**src/rtl/conv_pkg.sv**
```systemverilog
// Shared types and helpers for the convolution frame sequencer.
package conv_pkg;

   typedef enum logic [1:0] {
      IDLE  = 2'd0,
      RUN   = 2'd1,
      DRAIN = 2'd2,
      DONE  = 2'd3
   } conv_seq_state_t;

   // Coordinate widths for the default 32x32 image.
   localparam int ROW_W_DEF = 5;
   localparam int COL_W_DEF = 5;

   // Zero-padding border for an odd kernel edge.
   function automatic int pad_of(input int k);
      return (k - 1) / 2;
   endfunction

   // Register width needed to hold coordinates 0..n-1 (at least one bit).
   function automatic int coord_w(input int n);
      return (n < 2) ? 1 : $clog2(n);
   endfunction

endpackage

```
**src/rtl/conv_tag_pipe.sv**
```systemverilog
// Fixed-depth valid+payload shift register with synchronous flush.
// Never stalls: it mirrors a non-stallable datapath pipe.
module conv_tag_pipe #(
   parameter int DEPTH = 2,
   parameter int WIDTH = 8
) (
   input  logic             clk,
   input  logic             rst,
   input  logic             flush,
   input  logic             in_valid,
   input  logic [WIDTH-1:0] in_data,
   output logic             out_valid,
   output logic [WIDTH-1:0] out_data
);

   logic             r_vld  [DEPTH];
   logic [WIDTH-1:0] r_data [DEPTH];

   // Shift every cycle; flush kills all valid bits including the incoming one.
   always_ff @(posedge clk or negedge rst) begin
      if (!rst) begin
         for (int i = 0; i < DEPTH; i++) begin
            r_vld[i]  <= 1'b0;
            r_data[i] <= '0;
         end
      end else begin
         r_vld[0]  <= in_valid & ~flush;
         r_data[0] <= in_data;
         for (int i = 1; i < DEPTH; i++) begin
            r_vld[i]  <= r_vld[i-1] & ~flush;
            r_data[i] <= r_data[i-1];
         end
      end
   end

   assign out_valid = r_vld[DEPTH-1];
   assign out_data  = r_data[DEPTH-1];

endmodule

```
**src/rtl/conv_sequencer.sv**
```systemverilog
// Frame-level raster sequencer for the convolution datapath.
// Optional macro CONV_SEQ_STALL_CNT_EN adds a 16-bit saturating stall counter port.
//
// state | meaning
// IDLE  | waiting for start
// RUN   | offering window positions in raster order
// DRAIN | waiting for the convolve pipe to empty
// DONE  | one-cycle completion pulse
module conv_sequencer
   import conv_pkg::*;
#(
   parameter int KERNEL_SIZE  = 3,
   parameter int IMGROW       = 32,
   parameter int IMGCOL       = 32,
   parameter int CONV_LATENCY = 2
) (
   input  logic                                 clk,
   input  logic                                 rst,
   input  logic                                 start,
   input  logic                                 abort,
   output logic                                 busy,
   output logic                                 done,
   output logic                                 win_valid,
   input  logic                                 win_ready,
   output logic [coord_w(IMGROW)-1:0]           win_row,
   output logic [coord_w(IMGCOL)-1:0]           win_col,
   output logic [KERNEL_SIZE*KERNEL_SIZE-1:0]   pad_mask,
   output logic                                 en_convolve,
   output logic                                 out_valid,
   output logic [coord_w(IMGROW)-1:0]           out_row,
   output logic [coord_w(IMGCOL)-1:0]           out_col
`ifdef CONV_SEQ_STALL_CNT_EN
   ,
   output logic [15:0]                          stall_cnt
`endif
);

   localparam int ROW_W  = coord_w(IMGROW);
   localparam int COL_W  = coord_w(IMGCOL);
   localparam int DRN_W  = coord_w(CONV_LATENCY);
   localparam int PAD    = pad_of(KERNEL_SIZE);
   localparam int MASK_W = KERNEL_SIZE * KERNEL_SIZE;

   conv_seq_state_t   r_state;
   logic [ROW_W-1:0]  r_row;
   logic [COL_W-1:0]  r_col;
   logic [DRN_W-1:0]  r_drn;
   logic              w_fire;
   logic              w_last_col;
   logic              w_last_pos;
   logic [MASK_W-1:0] w_pad_mask;
   logic [ROW_W+COL_W-1:0] w_tag_out;

   assign w_fire     = (r_state == RUN) & win_ready;
   assign w_last_col = (r_col == COL_W'(IMGCOL - 1));
   assign w_last_pos = w_last_col & (r_row == ROW_W'(IMGROW - 1));

   // Sequencer FSM with raster counters and drain down-counter.
   always_ff @(posedge clk or negedge rst) begin
      if (!rst) begin
         r_state <= IDLE;
         r_row   <= '0;
         r_col   <= '0;
         r_drn   <= '0;
      end else if (abort) begin
         r_state <= IDLE;
         r_row   <= '0;
         r_col   <= '0;
      end else begin
         case (r_state)
            IDLE: begin
               if (start) begin
                  r_state <= RUN;
                  r_row   <= '0;
                  r_col   <= '0;
               end
            end
            RUN: begin
               if (win_ready) begin
                  if (w_last_pos) begin
                     // Park counters at 0 so the next frame and idle outputs are clean.
                     r_state <= DRAIN;
                     r_row   <= '0;
                     r_col   <= '0;
                     r_drn   <= DRN_W'(CONV_LATENCY - 1);
                  end else if (w_last_col) begin
                     r_col <= '0;
                     r_row <= r_row + 1'b1;
                  end else begin
                     r_col <= r_col + 1'b1;
                  end
               end
            end
            DRAIN: begin
               if (r_drn == '0) r_state <= DONE;
               else             r_drn   <= r_drn - 1'b1;
            end
            DONE: r_state <= IDLE;
            default: r_state <= IDLE;
         endcase
      end
   end

   // Mark taps of the current window that fall outside the image.
   always_comb begin
      int rr;
      int cc;
      rr = 0;
      cc = 0;
      w_pad_mask = '0;
      if (r_state == RUN) begin
         for (int i = 0; i < KERNEL_SIZE; i++) begin
            for (int j = 0; j < KERNEL_SIZE; j++) begin
               rr = int'(r_row) + i - PAD;
               cc = int'(r_col) + j - PAD;
               if (rr < 0 || rr >= IMGROW || cc < 0 || cc >= IMGCOL)
                  w_pad_mask = w_pad_mask | (MASK_W'(1) << (i * KERNEL_SIZE + j));
            end
         end
      end
   end

`ifdef CONV_SEQ_STALL_CNT_EN
   // Count RUN cycles where the datapath refuses the offered window.
   always_ff @(posedge clk or negedge rst) begin
      if (!rst) begin
         stall_cnt <= '0;
      end else if (r_state == IDLE && start && !abort) begin
         stall_cnt <= '0;
      end else if (r_state == RUN && !win_ready && stall_cnt != 16'hFFFF) begin
         stall_cnt <= stall_cnt + 16'd1;
      end
   end
`endif

   conv_tag_pipe #(
      .DEPTH (CONV_LATENCY),
      .WIDTH (ROW_W + COL_W)
   ) u_tag_pipe (
      .clk       (clk),
      .rst       (rst),
      .flush     (abort),
      .in_valid  (w_fire),
      .in_data   ({r_row, r_col}),
      .out_valid (out_valid),
      .out_data  (w_tag_out)
   );

   assign out_row     = w_tag_out[ROW_W+COL_W-1:COL_W];
   assign out_col     = w_tag_out[COL_W-1:0];
   assign win_valid   = (r_state == RUN);
   assign en_convolve = w_fire;
   assign busy        = (r_state == RUN) | (r_state == DRAIN);
   assign done        = (r_state == DONE);
   assign win_row     = r_row;
   assign win_col     = r_col;
   assign pad_mask    = w_pad_mask;

endmodule

```
**config.mk**
```make
export PLATFORM = sky130hd
export DESIGN_NAME = conv_sequencer
export DESIGN_NICKNAME = d
export VERILOG_FILES = /design/src/rtl/conv_pkg.sv /design/src/rtl/conv_tag_pipe.sv /design/src/rtl/conv_sequencer.sv
export SDC_FILE = /design/constraint.sdc
export NUM_CORES = 1
export LEC_CHECK = 0
export ABC_AREA = 1
export CAP_MARGIN = 20
export CORE_ASPECT_RATIO = 0.75
export CORE_UTILIZATION = 35
export CTS_CLUSTER_DIAMETER = 60
export DETAILED_ROUTE_END_ITERATION = 10
export GPL_ROUTABILITY_DRIVEN = 0
export PLACE_DENSITY_LB_ADDON = 0.12
export SYNTH_ARGS = -nofsm -noshare
export SYNTH_HDL_FRONTEND = slang
export SYNTH_HIERARCHICAL = 1
export SYNTH_SLANG_ARGS = --single-unit
```
**constraint.sdc**
```tcl
create_clock -name clk -period 1.45 [get_ports clk]
set_input_delay 0.2175 -clock clk [delete_from_list [all_inputs] [get_ports clk]]
set_output_delay 0.2175 -clock clk [all_outputs]
set_load 0.02 [all_outputs]
```
==> results.py <==
metrics = {
    "critical_path": {
        "worstSetupPathType": "flip-flop to primary output",
        "crit_chain": "inv_2, ha_4, nand4_1, inv_1, buf_6",
        "slowest_stage": "dfrtp_1",
        "endpoint_kind": "primary output",
        "r2r_start": "r_state[0]$_DFFE_PN0P_",
        "cp_max_fo": 4,
        "critPathLaunchType": "flip-flop",
        "rrSetupSlack_ps": -150,
        "max_stage_delay_ps": 390,
        "reg2reg_to": "win_col[2]$_DFFE_PN0P_",
        "cp.arrival_ps": 1390,
        "crit_required_ps": 1230,
        "rr_worst_depth": 10,
    },
    "drt": {
        "dr.first_iter.drc_count": 56,
        "routedWlPerCell_um": 14.0,
        "first_pass_iters": 4,
        "drc": 0,
        "postRouteAntennaNets": 0,
        "drt-total-wl_um": 4620,
        "vias_per_cell": 4.52,
        "route.vias.total": 1497,
    },
    "clock_network": {
        "cts_tree": "done",
        "insertion_delay_ps": 290,
        "clock-root-buffer": "clkbuf_8",
        "htreeDepth": 2,
        "cts_buffers": 5,
        "ctsLongestPathBuffers": 2,
        "path_clk_slew_ps": 70,
        "cts.sinks": 35,
        "cts_hold_buf": 0,
    },
    "timing": {
        "fin_ws_ps": -154,
        "fin_skew_ps": 5.78,
        "post-route-min-period_ps": 1600,
        "rsz0062_at_grt": "true",
        "fmax_mhz": 624,
        "hold_violations": 0,
        "period_share": 1.11,
        "final-max-slew-violation-count": 0,
        "finalSetupViolations": 24,
    },
    "power_and_ir_drop": {
        "power_switching_mw": 1.98,
        "swShare": 0.408,
        "ir_drop_v": 0.000944,
        "pwr-share-comb": 0.607,
        "power_mw": 4.86,
        "power_frac_seq": 0.250,
        "p_leak_nw": 1.70,
        "clkPwrFrac": 0.143,
        "power.density_nw_per_um2": 1640,
        "intPower_mw": 2.88,
    },
    "grt": {
        "grt_pass1_wl_um": 6520,
        "grt_util_all_layers": 0.185,
        "grt.overflow.total": 0,
        "grt_pass1_vias": 1414,
        "grt_start_max_net_pins": 36,
        "antenna_found_initial": 0,
    },
    "die": {
        "start_util": 0.364,
        "die_y_um": 61.0,
        "rows": 21,
        "core-area_um2": 4470,
        "die_area_um2": 4920,
        "die_w_um": 80.7,
        "ios": 39,
    },
    "logic_synthesis": {
        "synth-simple-area-share": 0.230,
        "syn_area_um2": 1620,
        "synth_compound_area_frac": 0.0339,
        "yosysTopAreaCell": "dfrtp_1",
        "syn_inst": 180,
        "synth_edf_count": 0,
        "synthesis.nets": 194,
        "ys.flop_type": "dfrtp_1",
        "ys_warn_count": 6,
        "synth_fa_ha_area_frac": 0.0693,
        "yosysMostFrequentCell": "nand2_1",
        "seq_area_frac_synth": 0.539,
        "synth_top_family_by_area": "simple AND/OR/NAND/NOR gates",
        "synth_cell_types": 17,
        "synthMuxAreaShare": 0,
        "ys_seq_elements": 35,
        "async_reset_ff_frac": 1.00,
        "synth_commonest_cells": "nand2_1 (42), dfrtp_1 (35), inv_1 (28)",
        "synth_top_area_frac": 0.539,
        "synth_area_leaders": "dfrtp_1 (54%), nand2_1 (9.7%), ha_1 (6.9%), inv_1 (6.5%), buf_4 (5.5%)",
        "yosys.area_share.xor_xnor": 0,
        "synth.avg_cell_area_um2": 9.02,
    },
    "final_layout": {
        "area_delta_synth_final_pct": 82.5,
        "drive_gt1_frac": 0.555,
        "fin_nets": 287,
        "n_antenna_cell": 0,
    },
    "placed_design": {
        "numPortBuffers": 37,
        "preCtsSetupSlack_ps": -297,
        "dp_hpwl_um": 2840,
    },
    "hold_path": {
        "min_path_type": "input pin to async pin",
    },
    "outcome": {
        "outcome": "finished with violations",
        "violations": "negative setup slack",
    },
    "job": {
        "maxCapViolations": 0,
    },
}
==> cell type report <==
| type | instances | area [um2] |
|---|---|---|
| Fill cell | 340 | 1500 |
| Timing Repair Buffer | 98 | 933 |
| Sequential cell | 35 | 882 |
| Multi-Input combinational cell | 103 | 862 |
| Inverter | 30 | 130 |
| Clock buffer | 6 | 72.6 |
| Tap cell | 57 | 71.3 |
| Clock inverter | 2 | 12.5 |
==> state kept, by name (all words and copies together) (netlist names) <==
| name | flops |
|---|---|
| r_drn | 1 |
| r_state | 2 |
| u_tag_pipe/out_data | 10 |
| u_tag_pipe/out_valid | 1 |
| u_tag_pipe/r_data | 10 |
| u_tag_pipe/r_vld | 1 |
| win_col | 5 |
| win_row | 5 |
==> worst max-delay path by stage <==
stage                           startpoint                endpoint  cells past startpoint
global route        r_state[0]$_DFFE_PN0P_  win_col[2]$_DFFE_PN0P_                     10
global placement    r_state[1]$_DFFE_PN0P_             pad_mask[1]                      5
finish              r_state[1]$_DFFE_PN0P_             pad_mask[1]                      5
CTS                 win_col[1]$_DFFE_PN0P_  win_col[2]$_DFFE_PN0P_                     11
detailed placement  win_col[0]$_DFFE_PN0P_             pad_mask[0]                      6
floorplan           win_col[1]$_DFFE_PN0P_  win_row[3]$_DFFE_PN0P_                     12
==> power by group through the flow <==
stage                     clock (mW)  combinational, mW  sequential, mW
after CTS                      0.714               2.44            1.21
final                          0.696               2.95            1.22
after global placement             0               1.95            1.21
after detailed placement           0               1.99            1.23
after floorplan                    0               1.04            1.28
after global routing           0.759               3.14            1.23
==> metal layers <==
layer  vias up  GRT usage  share of wire
met5         -          0              0
met4         0     0.0867          0.020
met3         9     0.0526          0.044
met2        35      0.305           0.51
met1       721      0.228           0.42
li1        732          -              -
==> metrics by stage <==
stage          std cells  cell area, um2  TNS, ps  hold slack [ps]  utilization
5_1_grt              331            2960    -3800              303        0.664
4_1_cts              321            2680    -1730              306        0.601
2_1_floorplan        180            1700        0            -78.1            -
6_report             331            2960    -2490              299        0.664
3_3_place_gp         304            2380    -3810              331        0.532
3_5_place_dp         304            2380    -4500              335        0.532
==> worst max-delay path: cells and delay by family (launching register included) <==
kind | cells | cell delay [ps]
flip-flops | 1 | 390
adder cells (fa/ha/maj) | 1 | 150
AND/OR/NAND/NOR | 1 | 180
buffers and inverters | 3 | 370
==> cell families (layout without fill, tap and decap cells) <==
group                    after synthesis  count (layout)
AO/OA/AOI/OAI                         11              11
adder cells (fa/ha/maj)                9               9
buffers and inverters                 42             136
flip-flops                            35              35
other                                  1               1
AND/OR/NAND/NOR                       82              82
==> timing repair <==
action                     CTS  global route
setup endpoints to repair   35            34
pin swaps                   33            27
gates resized for setup    127            58
buffers inserted             9            12
==> placed cells by master, fill, tap and decap left out, drive strengths merged, types with 2 or more instances in the layout <==
cell           synthesis  final
nor3                   2      2
nand4                  7      7
dlymetal6s2s           0      9
clkbuf                 0      6
nand2                 43     43
dlygate4sd2            0      9
ha                     9      9
clkdlybuf4s50          0      6
dfrtp                 35     35
inv                   30     30
buf                   12     74
nand3                 11     11
o21ai                 11     11
nor2                  19     19
No activity file was read; power rests on OpenSTA's default activity.
